$ cat config.mk
export PLATFORM = sky130hd
export DESIGN_NAME = uart_mmio_ctrl
export DESIGN_NICKNAME = d
export VERILOG_FILES = /design/src/rtl/uart_mmio_ctrl_pkg.sv /design/src/rtl/uart_tx_fifo.sv /design/src/rtl/uart_mmio_ctrl.sv
export SDC_FILE = /design/constraint.sdc
export NUM_CORES = 1
export LEC_CHECK = 0
export ABC_AREA = 1
export CORE_MARGIN = 2
export CORE_UTILIZATION = 45
export CTS_CLUSTER_DIAMETER = 40
export DETAILED_ROUTE_END_ITERATION = 6
export GPL_TIMING_DRIVEN = 0
export PLACE_DENSITY_LB_ADDON = 0.12
export SLEW_MARGIN = 20
export SYNTH_ARGS = -nofsm -noshare
export SYNTH_HDL_FRONTEND = slang
export SYNTH_SLANG_ARGS = --single-unit
$ cat constraint.sdc
create_clock -name clk -period 2.27 [get_ports clk]
set_input_delay 0.454 -clock clk [delete_from_list [all_inputs] [get_ports clk]]
set_output_delay 0.454 -clock clk [all_outputs]
set_load 0.1 [all_outputs]
$ cat src/rtl/uart_mmio_ctrl_pkg.sv
// ---------------------------------------------------------------------------
// uart_mmio_ctrl_pkg
// Shared definitions for the UART memory-mapped controller: the IO region
// nibble, the register word offsets (addr[4:2]) and the STATUS bit indices.
// The CPU address decoder and the software headers use the same values.
// ---------------------------------------------------------------------------
package uart_mmio_ctrl_pkg;

  // Upper address nibble that selects the IO region.
  localparam logic [3:0] IO_REGION_NIBBLE = 4'h8;

  // Word offsets within the IO region, taken from addr[4:2].
  typedef enum logic [2:0] {
    OFS_STATUS    = 3'd0,
    OFS_RXDATA    = 3'd1,
    OFS_TXDATA    = 3'd2,
    OFS_CYCLE     = 3'd4,
    OFS_CYCLE_RST = 3'd6
  } mmioOfs_e;

  // STATUS register bit positions.
  localparam int STAT_TX_SPACE = 0;
  localparam int STAT_RX_AVAIL = 1;
  localparam int STAT_TX_OVF   = 2;

  // True when the address falls inside the region selected by baseAddr.
  function automatic logic isIoRegion(input logic [31:0] addr,
                                      input logic [31:0] baseAddr);
    return addr[31:28] == baseAddr[31:28];
  endfunction

endpackage

$ cat src/rtl/uart_tx_fifo.sv
// ---------------------------------------------------------------------------
// uart_tx_fifo
// Synchronous FIFO holding bytes waiting for the UART transmitter.
// Ports:
//   clk, rst          clock, synchronous active-high reset
//   push, pushData    write request and data
//   pop               read request (ignored while empty)
//   popData           head of the FIFO
//   full, empty       occupancy flags
//   count             number of stored entries (0..DEPTH)
// DEPTH must be a power of two >= 2 so the pointers wrap naturally.
// ---------------------------------------------------------------------------
module uart_tx_fifo #(
  parameter int DEPTH = 8,
  parameter int WIDTH = 8
) (
  input  logic                       clk,
  input  logic                       rst,
  input  logic                       push,
  input  logic [WIDTH-1:0]           pushData,
  input  logic                       pop,
  output logic [WIDTH-1:0]           popData,
  output logic                       full,
  output logic                       empty,
  output logic [$clog2(DEPTH):0]     count
);

  localparam int AW = $clog2(DEPTH);

  logic [WIDTH-1:0] r_mem [DEPTH];
  logic [AW-1:0]    r_wrPtr;
  logic [AW-1:0]    r_rdPtr;
  logic [AW:0]      r_count;
  logic             w_doPop;
  logic             w_doPush;

  assign empty   = (r_count == '0);
  assign full    = (r_count == (AW+1)'(DEPTH));
  assign count   = r_count;
  assign popData = r_mem[r_rdPtr];

  // A push into a full FIFO is still accepted when the head leaves this cycle.
  assign w_doPop  = pop & ~empty;
  assign w_doPush = push & (~full | w_doPop);

  // Pointer and occupancy bookkeeping.
  always_ff @(posedge clk) begin
    if (rst) begin
      r_wrPtr <= '0;
      r_rdPtr <= '0;
      r_count <= '0;
    end else begin
      if (w_doPush) r_wrPtr <= r_wrPtr + AW'(1);
      if (w_doPop)  r_rdPtr <= r_rdPtr + AW'(1);
      case ({w_doPush, w_doPop})
        2'b10:   r_count <= r_count + (AW+1)'(1);
        2'b01:   r_count <= r_count - (AW+1)'(1);
        default: r_count <= r_count;
      endcase
    end
  end

  // Storage array; contents are don't-care after reset since count is 0.
  always_ff @(posedge clk) begin
    if (w_doPush) r_mem[r_wrPtr] <= pushData;
  end

endmodule

$ cat src/rtl/uart_mmio_ctrl.sv
// ---------------------------------------------------------------------------
// uart_mmio_ctrl
// Memory-mapped bridge between the CPU data-memory port and the UART byte
// interface. Outgoing bytes are buffered in a TX FIFO, one received byte is
// held in a register, and software polls STATUS.
// Ports:
//   clk, rst              clock, synchronous active-high reset
//   stall                 CPU stall; accesses ignored, rdata holds
//   addr, re, we, wdata   CPU load/store port
//   rdata                 registered load data (valid the cycle after re)
//   tx_data, tx_valid     FIFO head toward the UART transmitter
//   tx_ready              transmitter accepts tx_data
//   rx_data, rx_valid     byte from the UART receiver
//   rx_ready              holding register can take a byte
// Optional feature: define UART_CYCLE_COUNTER_EN for a free-running cycle
// counter readable at offset 4 and cleared by any store to offset 6.
// ---------------------------------------------------------------------------
module uart_mmio_ctrl
  import uart_mmio_ctrl_pkg::*;
#(
  parameter logic [31:0] BASE_ADDR = 32'h8000_0000,
  parameter int          TX_DEPTH  = 8
) (
  input  logic        clk,
  input  logic        rst,
  input  logic        stall,
  input  logic [31:0] addr,
  input  logic        re,
  input  logic        we,
  input  logic [31:0] wdata,
  output logic [31:0] rdata,
  output logic [7:0]  tx_data,
  output logic        tx_valid,
  input  logic        tx_ready,
  input  logic [7:0]  rx_data,
  input  logic        rx_valid,
  output logic        rx_ready
);

  localparam int CW = $clog2(TX_DEPTH) + 1;

  logic [31:0]   r_rdata;
  logic          r_txOvf;
  logic          r_rxAvail;
  logic [7:0]    r_rxByte;

  logic          w_sel;
  logic          w_rd;
  logic          w_wr;
  logic [2:0]    w_ofs;
  logic          w_txPush;
  logic          w_txPop;
  logic          w_fifoFull;
  logic          w_fifoEmpty;
  logic [CW-1:0] w_fifoCount;
  logic          w_txSpace;
  logic          w_statusRead;
  logic          w_rxRead;
  logic          w_rxCapture;
  logic [31:0]   w_rdValue;
  logic          w_unused;

  // Address bits outside the decode and upper store bits are not used.
  assign w_unused = ^{addr[27:5], addr[1:0], wdata[31:8]};

  assign w_sel = isIoRegion(addr, BASE_ADDR);
  assign w_ofs = addr[4:2];
  assign w_rd  = re & ~stall & w_sel;
  assign w_wr  = we & ~stall & w_sel;

  assign w_txPush     = w_wr & (w_ofs == OFS_TXDATA);
  assign w_txPop      = tx_valid & tx_ready;
  assign w_txSpace    = (w_fifoCount < CW'(TX_DEPTH));
  assign w_statusRead = w_rd & (w_ofs == OFS_STATUS);
  assign w_rxRead     = w_rd & (w_ofs == OFS_RXDATA) & r_rxAvail;

  // The holding register frees up in the same cycle it is being read.
  assign rx_ready    = ~r_rxAvail | w_rxRead;
  assign w_rxCapture = rx_valid & rx_ready;

  assign tx_valid = ~w_fifoEmpty;
  assign rdata    = r_rdata;

  uart_tx_fifo #(
    .DEPTH (TX_DEPTH),
    .WIDTH (8)
  ) u_txFifo (
    .clk      (clk),
    .rst      (rst),
    .push     (w_txPush),
    .pushData (wdata[7:0]),
    .pop      (w_txPop),
    .popData  (tx_data),
    .full     (w_fifoFull),
    .empty    (w_fifoEmpty),
    .count    (w_fifoCount)
  );

`ifdef UART_CYCLE_COUNTER_EN
  logic [31:0] r_cycle;
  logic        w_cycleClear;

  assign w_cycleClear = w_wr & (w_ofs == OFS_CYCLE_RST);

  // Free-running counter; runs through stalls and a clear beats the increment.
  always_ff @(posedge clk) begin
    if (rst || w_cycleClear) r_cycle <= '0;
    else                     r_cycle <= r_cycle + 32'd1;
  end
`endif

  // Load data mux. The cycle counter is reported as the value it holds when
  // rdata becomes visible, so a read right after a clear returns 1.
  always_comb begin
    w_rdValue = '0;
    case (w_ofs)
      OFS_STATUS: begin
        w_rdValue[STAT_TX_SPACE] = w_txSpace;
        w_rdValue[STAT_RX_AVAIL] = r_rxAvail;
        w_rdValue[STAT_TX_OVF]   = r_txOvf;
      end
      OFS_RXDATA: if (r_rxAvail) w_rdValue = {24'b0, r_rxByte};
`ifdef UART_CYCLE_COUNTER_EN
      OFS_CYCLE:  w_rdValue = r_cycle + 32'd1;
`endif
      default:    w_rdValue = '0;
    endcase
  end

  // Registered load data; holds when no read is accepted.
  always_ff @(posedge clk) begin
    if (rst)       r_rdata <= '0;
    else if (w_rd) r_rdata <= w_rdValue;
  end

  // Sticky overflow flag; a new overflow in the clearing cycle is kept.
  always_ff @(posedge clk) begin
    if (rst)                                     r_txOvf <= 1'b0;
    else if (w_txPush && w_fifoFull && !w_txPop) r_txOvf <= 1'b1;
    else if (w_statusRead)                       r_txOvf <= 1'b0;
  end

  // RX holding register; a capture during a read keeps rx_avail set.
  always_ff @(posedge clk) begin
    if (rst) begin
      r_rxAvail <= 1'b0;
      r_rxByte  <= '0;
    end else if (w_rxCapture) begin
      r_rxAvail <= 1'b1;
      r_rxByte  <= rx_data;
    end else if (w_rxRead) begin
      r_rxAvail <= 1'b0;
    end
  end

endmodule

==> impl_metrics.yaml, run 1 <==
finish:
  n_antenna_cell: 0
  drive_gt1_frac: 0.2671
  fin_cells: 621
  fin_util: 0.6218
  fillerInstances: 729
  final_area_um2: 5449
  area.growth.synth_to_final_pct: 33.51
  fin_nets: 590
global_route:
  met2_usage: 0.2963
  track_usage: 0.1760
  use_met1: 0.2215
  grt_pass1_wl_mm: 13.37
  grt-ovfl-total: 0
  top_usage_layer: "met2"
  grt_pass1_vias: 2768
  antenna_found_initial: 0
  use_met3: 0.03514
  grt_max_degree: 17
clock_network:
  clk_pin_slew_worst_paths_ps: 100
  clock_path_buffers: 2
  cts_buffers: 9
  htreeDepth: 3
  postCtsHoldBufs: 0
  insertion_delay_ps: 360
  cts_root_buf: "clkbuf_8"
  cts_tree: "built"
  clkSinkCount: 95
detailed_routing:
  viasPerCell: 5.027
  drtIter0Drc: 128
  first_pass_iters: 4
  drt-total-wl_mm: 9.054
  routedWlPerCell_um: 14.58
  drc: 0
  ant_nets: 0
  vias: 3122
synth:
  yosysWarnings: 0
  ys_seq_area_frac: 0.6229
  synth-edff-count: 64
  async_flop_share: 0
  ys.flop_type: "edfxtp_1"
  netlist_instances: 404
  ys_seq_elements: 95
  synth_area_per_cell_um2: 10.10
  syn_area_um2: 4081
  ys_types: 27
place:
  hpwl_mm: 5.854
  place_area_um2: 4851
  numPortBuffers: 45
  placed_cells: 581
  gp_congestion: 0.8419
timing:
  final_hold_viol_count: 0
  skew_ps: 14.55
  fmax_mhz: 439.4
  slew_headroom: 0.3600
  finalSetupViolCount: 1
  whs_ps: 467.5
  rsz0062_at_grt: "true"
  fin_ws_ps: -5.597
  setup_tns_ps: -5.597
  slew_violations: 0
  tightest_slew_ps: 963.8
  post-route-min-period_ps: 2276
  final.period_utilization: 1.002
worst_setup_path:
  critPathLaunchType: "flop"
  critPathCaptureType: "output pin"
  arrival_ps: 1820
  crit_fanout: 7
  crit_required_ps: 1820
  cp_slowest_cell: "dfxtp_4"
  critical_path.max_stage_delay_ps: 390
  path_common_cell: "buf_6"
  crit_type: "reg -> out"
  worstPathCellList: "clkinvlp_4 > buf_6 > o21ai_1 > o22ai_1 > nor2_2 > a31oi_2 > buf_6"
die:
  die_x_um: 99.24
  start_util: 0.4657
  floorplan.die_area_um2: 9848
  die-height_um: 99.24
  rows: 34
  io_pins: 121
  core_area_um2: 8763
run_status:
  outcome: "finished, violations left"
  failed_checks: "negative setup slack"
flow_run:
  maxCapViolCount: 0
power_and_ir_drop:
  power_density_nw_per_um2: 1057
  ir_worst_vdd_mv: 1.058
  leakage_nw: 2.115
worst_hold_path:
  hold_class: "reg -> reg"
-- worst paths after layout --
path	startpoint	to	slack, ps	cells after the start
setup / recovery	flop	tx_data[4]	-6	7
hold / removal	rdata[4]	rdata[4]	470	2
setup reg to reg	u_txFifo.count[2]	u_txFifo.r_mem[6][0]	520	7
hold reg to reg	rdata[4]	rdata[4]	470	2
-- final cells by class --
| type | count | area [um^2] | area share |
|---|---|---|---|
| multi-input combinational | 268 | 1471 | 0.2700 |
| timing repair buffer | 70 | 719.4 | 0.1320 |
| buffer | 39 | 292.8 | 0.05373 |
| inverter | 25 | 100.1 | 0.01837 |
| clock buffer | 10 | 137.6 | 0.02526 |
| sequential | 95 | 2550 | 0.4680 |
| tap | 108 | 135.1 | 0.02480 |
| clock inverter | 6 | 42.54 | 0.007807 |
-- state kept, by name, indices dropped and copies added (netlist names), named ones only --
register and flops:
r_rxAvail 1, r_rxByte 8, r_txOvf 1, rdata 8, u_txFifo.count 4, u_txFifo.r_mem 64, u_txFifo.r_rdPtr 3, u_txFifo.r_wrPtr 3
-- cell usage after synthesis, types with 2 or more instances --
library cell | count | share of area
o21ai_1 | 2 | 0.0025
buf_4 | 24 | 0.044
buf_2 | 8 | 0.0098
nor2_4 | 2 | 0.0055
inv_2 | 4 | 0.0037
nand3_1 | 15 | 0.018
ha_1 | 3 | 0.0092
nand2_1 | 39 | 0.036
edfxtp_1 | 64 | 0.47
nor2_1 | 70 | 0.064
clkbuf_1 | 6 | 0.0055
nand2_2 | 6 | 0.0092
inv_1 | 21 | 0.019
nor3_1 | 9 | 0.011
o22ai_1 | 8 | 0.012
a31oi_1 | 10 | 0.015
a21oi_1 | 23 | 0.028
dfxtp_1 | 31 | 0.15
nor2_2 | 6 | 0.0092
nand2_4 | 2 | 0.0055
o21ai_0 | 37 | 0.045
nand4_1 | 9 | 0.014
-- cell usage in the layout, fill, tap and decap left out, types with 7 or more instances in the layout --
cell type        instances
nor2_1                  65
edfxtp_1                64
buf_4                   46
nand2_1                 37
o21ai_0                 29
dfxtp_1                 29
clkdlybuf4s50_1         27
conb_1                  24
a21oi_1                 23
inv_1                   19
nand3_1                 15
buf_6                   13
clkbuf_8                10
nand4_1                  9
nor2_2                   8
a31oi_2                  8
nand2_2                  8
nor3_4                   8
dlygate4sd2_1            8
o22ai_1                  7
-- cells by family after synthesis --
kind of cell	count (synthesis)	synth area share
AO/OA/AOI/OAI	82	0.1073
adder cells (fa/ha/maj)	3	0.009198
buffers and inverters	64	0.08522
flip-flops	95	0.6229
other	1	0.0009188
AND/OR/NAND/NOR	159	0.1744
-- critical path, delay by kind of cell, from the launching register on --
family                 cells  cell delay (ps)
AOI/OAI and AO/OA          3              440
and+or+nand+nor            1               90
DFF                        1              390
buffers and inverters      3              560
-- report_power, final --
group	leakage, nW	internal, mW	switching [mW]
logic	1.19	0.831	1.88
clock network	0.0974	0.436	0.603
registers	0.829	1.92	0.0880
-- metal layers --
layer	vias up	part of all wire
met2	92	0.50
li1	1563	-
met3	14	0.055
met4	0	0.025
met5	-	0
met1	1453	0.42
-- metrics by stage --
step / setup WS (ps) / power, mW
global placement: -907.9 / 4.412
global route: -82.90 / 6.025
CTS: -96.37 / 5.549
floorplan: -85.96 / 3.906
detailed placement: -919.1 / 4.442
finish: -5.597 / 5.762
-- timing repair --
item                                    in CTS  in global routing
gates resized for setup                     91                 38
pin swaps                                    1                 26
setup buffers                                1                 22
cloned                                       0                  1
endpoints found under the setup margin      72                 71
No activity file was read; power rests on OpenSTA's default activity.
==> run 2, diff against run 1 <==
--- a/config.mk
+++ b/config.mk
@@ -12,7 +12,8 @@
 export DETAILED_ROUTE_END_ITERATION = 6
 export GPL_TIMING_DRIVEN = 0
-export PLACE_DENSITY_LB_ADDON = 0.12
+export PLACE_DENSITY_LB_ADDON = 0.1
 export SLEW_MARGIN = 20
 export SYNTH_ARGS = -nofsm -noshare
 export SYNTH_HDL_FRONTEND = slang
+export SYNTH_HIERARCHICAL = 1
 export SYNTH_SLANG_ARGS = --single-unit
==> constraint.sdc (replaced) <==
create_clock -name clk -period 2.27 [get_ports clk]
set_input_delay 0.454 -clock clk [delete_from_list [all_inputs] [get_ports clk]]
set_output_delay 0.454 -clock clk [all_outputs]
set_load 0.05 [all_outputs]
==> run 2 against run 1 <==
  * The flow now finishes without violations
  * Routed wire length decreased by 4.9%
  * Combinational power decreased by 89%
  * Flip-flop and latch count unchanged
  * Area after synthesis increased by 6.3%
  * Global-route usage decreased by 0.43 points
  * Clock power increased by 9%
  * Synthesized cell count increased by 1.5%
  * Core utilization decreased by 4.2 points
  * Worst hold slack got worse by 5.3 ps
  * Cell area decreased by 1.2%
  * Non-clock buffer count decreased by 24
  * Fmax increased by 3.3%
==> impl_metrics.yaml, run 2 <==
run_status:
  outcome: "finished clean"
power_and_ir_drop:
  ir_worst_vdd_mv: 0.3485
  power_density_nw_per_um2: 609.1
  power_switching_share: 0.2425
  clkPwrFrac: 0.345
  power_frac_seq: 0.568
  total_power_mw: 3.280
  comb_power_share: 0.088
  leakage_nw: 2.031
  p_int_mw: 2.485
  p_switching_uw: 795.5
detailed_routing:
  viasPerCell: 4.704
  vias: 2940
  drt-total-wl_mm: 8.608
  routedWlPerCell_um: 13.77
  drc: 0
  drtIter0Drc: 108
  ant_nets: 0
  first_pass_iters: 4
die:
  die-height_um: 102.2
  floorplan.die_area_um2: 10450
  rows: 35
  die_x_um: 102.2
  start_util: 0.4675
  io_pins: 121
  core_area_um2: 9284
finish:
  multi_input_comb_area_um2: 1550
  register_area_um2: 2544
  regMostFlops: "u_txFifo/r_mem"
  final_common_cell: "edfxtp_1"
  n_antenna_cell: 0
  fin_cells: 625
  fin_nets: 575
  drive_gt1_frac: 0.2399
  layout_common_cells: "edfxtp_1 (64), nand2_1 (59), clkdlybuf4s50_1 (35), inv_1 (32), dfxtp_1 (30)"
  area.growth.synth_to_final_pct: 24.07
  largest_reg_flops: 64
  fillerInstances: 861
synth:
  synth-xor-area-share: 0.004036
  yosysWarnings: 6
  synth_compound_area_frac: 0.08821
  synth-edff-count: 64
  synth_top_cell_area_share: 0.4428
  yosys-top-cells-count: "edfxtp_1 (64), nand2_1 (59), nor2_1 (35)"
  synth_area_per_cell_um2: 10.59
  synth_most_common_cell: "edfxtp_1"
  synthAdderAreaFrac: 0.01614
  synth_top_family_by_area: "simple AND/OR/NAND/NOR gates"
  ys_types: 33
  synth_top_area_cell: "edfxtp_1"
  ys.flop_type: "edfxtp_1"
  syn_area_um2: 4340
  ys_seq_area_frac: 0.5858
  ys_seq_elements: 95
  netlist_instances: 410
  async_flop_share: 0
  synthSimpleGateAreaFrac: 0.1678
  synthMuxAreaShare: 0.03690
  synthTopCellsByArea: "edfxtp_1 (44%), dfxtp_1 (14%), nand2_1 (5.1%), buf_4 (4.7%), mux2i_1 (3.7%)"
place:
  hpwl_mm: 5.908
  gp_congestion: 0.7725
  numPortBuffers: 46
  placed_cells: 608
global_route:
  grt-ovfl-total: 0
  grt_max_degree: 18
  grt_pass1_wl_mm: 13.40
  grt_pass1_vias: 2785
  track_usage: 0.1717
  antenna_found_initial: 0
timing:
  post-route-min-period_ps: 2202
  final.period_utilization: 0.9700
  tightest_slew_ps: 510.3
  whs_ps: 462.1
  final_hold_viol_count: 0
  setup_tns_ps: 0
  fmax_mhz: 454.2
  slew_headroom: 0.6587
  skew_ps: 8.155
  slew_violations: 0
  finalSetupViolCount: 0
  rsz0062_at_grt: "true"
worst_setup_path:
  arrival_ps: 1750
  crit_required_ps: 1820
  critPathLaunchType: "primary input"
  crit_fanout: 10
  crit_type: "in -> out"
  critPathCaptureType: "output pin"
worst_hold_path:
  hold_class: "reg -> reg"
clock_network:
  cts_tree: "built"
  htreeDepth: 3
  cts_root_buf: "clkbuf_8"
  clock_path_buffers: 2
  clk_pin_slew_worst_paths_ps: 90
  cts_buffers: 9
  insertion_delay_ps: 350
  postCtsHoldBufs: 0
  clkSinkCount: 95
flow_run:
  maxCapViolCount: 0
-- run 2: cells by family after synthesis --
kind of cell               after synthesis
xor gates and xnor gates                 2
other                                    1
and+or+nand+nor                        149
DFF                                     95
AOI/OAI and AO/OA                       65
buffers and inverters                   77
muxes                                   16
adders and majority gates                5
-- run 2: through the flow --
step | worst slack, ps | instance area [um^2] | utilization
finish | 68.11 | 5385 | 0.5801
detailed placement | -669.4 | 5049 | 0.5438
global placement | -677.3 | 5049 | 0.5438
floorplan | 112.7 | 4427 | -
CTS | -14.86 | 5274 | 0.5681
global route | -124.0 | 5385 | 0.5801
-- run 2: power by group through the flow --
| stage | clock network [mW] | registers (mW) | logic (mW) |
|---|---|---|---|
| 2_1_floorplan | 0 | 1.90 | 0.203 |
| 3_3_place_gp | 0 | 1.90 | 0.282 |
| 3_5_place_dp | 0 | 1.90 | 0.284 |
| 4_1_cts | 1.15 | 1.86 | 0.285 |
| 5_1_grt | 1.23 | 1.86 | 0.311 |
| 6_report | 1.13 | 1.86 | 0.288 |
-- run 2: area by class of cell --
type | instances | area share
timing repair buffer | 49 | 0.09154
multi-input combinational | 261 | 0.2879
clock buffer | 9 | 0.02300
buffer | 36 | 0.05297
inverter | 39 | 0.02765
clock inverter | 7 | 0.01464
sequential | 95 | 0.4724
tap | 129 | 0.02997
-- run 2: worst paths after layout --
| check | slack (ps) | from | depth (start not counted) | end |
|---|---|---|---|---|
| max reg2reg | 180 | u_txFifo/count[3] | 13 | u_txFifo/count[3] |
| max | 70 | addr[3] | 8 | rx_ready |
| min | 460 | u_txFifo/r_rdPtr[2] | 2 | u_txFifo/r_rdPtr[2] |
| min reg2reg | 460 | u_txFifo/r_rdPtr[2] | 2 | u_txFifo/r_rdPtr[2] |
-- run 2: routing by layer --
layer	global-route usage	part of all wire	vias up
li1	-	-	1516
met1	0.2172	0.42	1322
met2	0.2920	0.51	89
met3	0.02668	0.063	13
met5	0	0	-
met4	0.07692	0.015	0
-- run 2: worst max-delay path, cell delays in order --
cell and delay, ps:
clkdlybuf4s50_1 430, inv_2 80, nand2_2 60, nor2_4 200, nand3_4 130, nand2_8 110
buf_12 140, buf_8 150
-- run 2: timing repair --
item                       4_1_cts  5_1_grt
pin swaps                        1        6
gates resized for setup         68       17
buffers inserted                 0        3
setup endpoints to repair       75       49
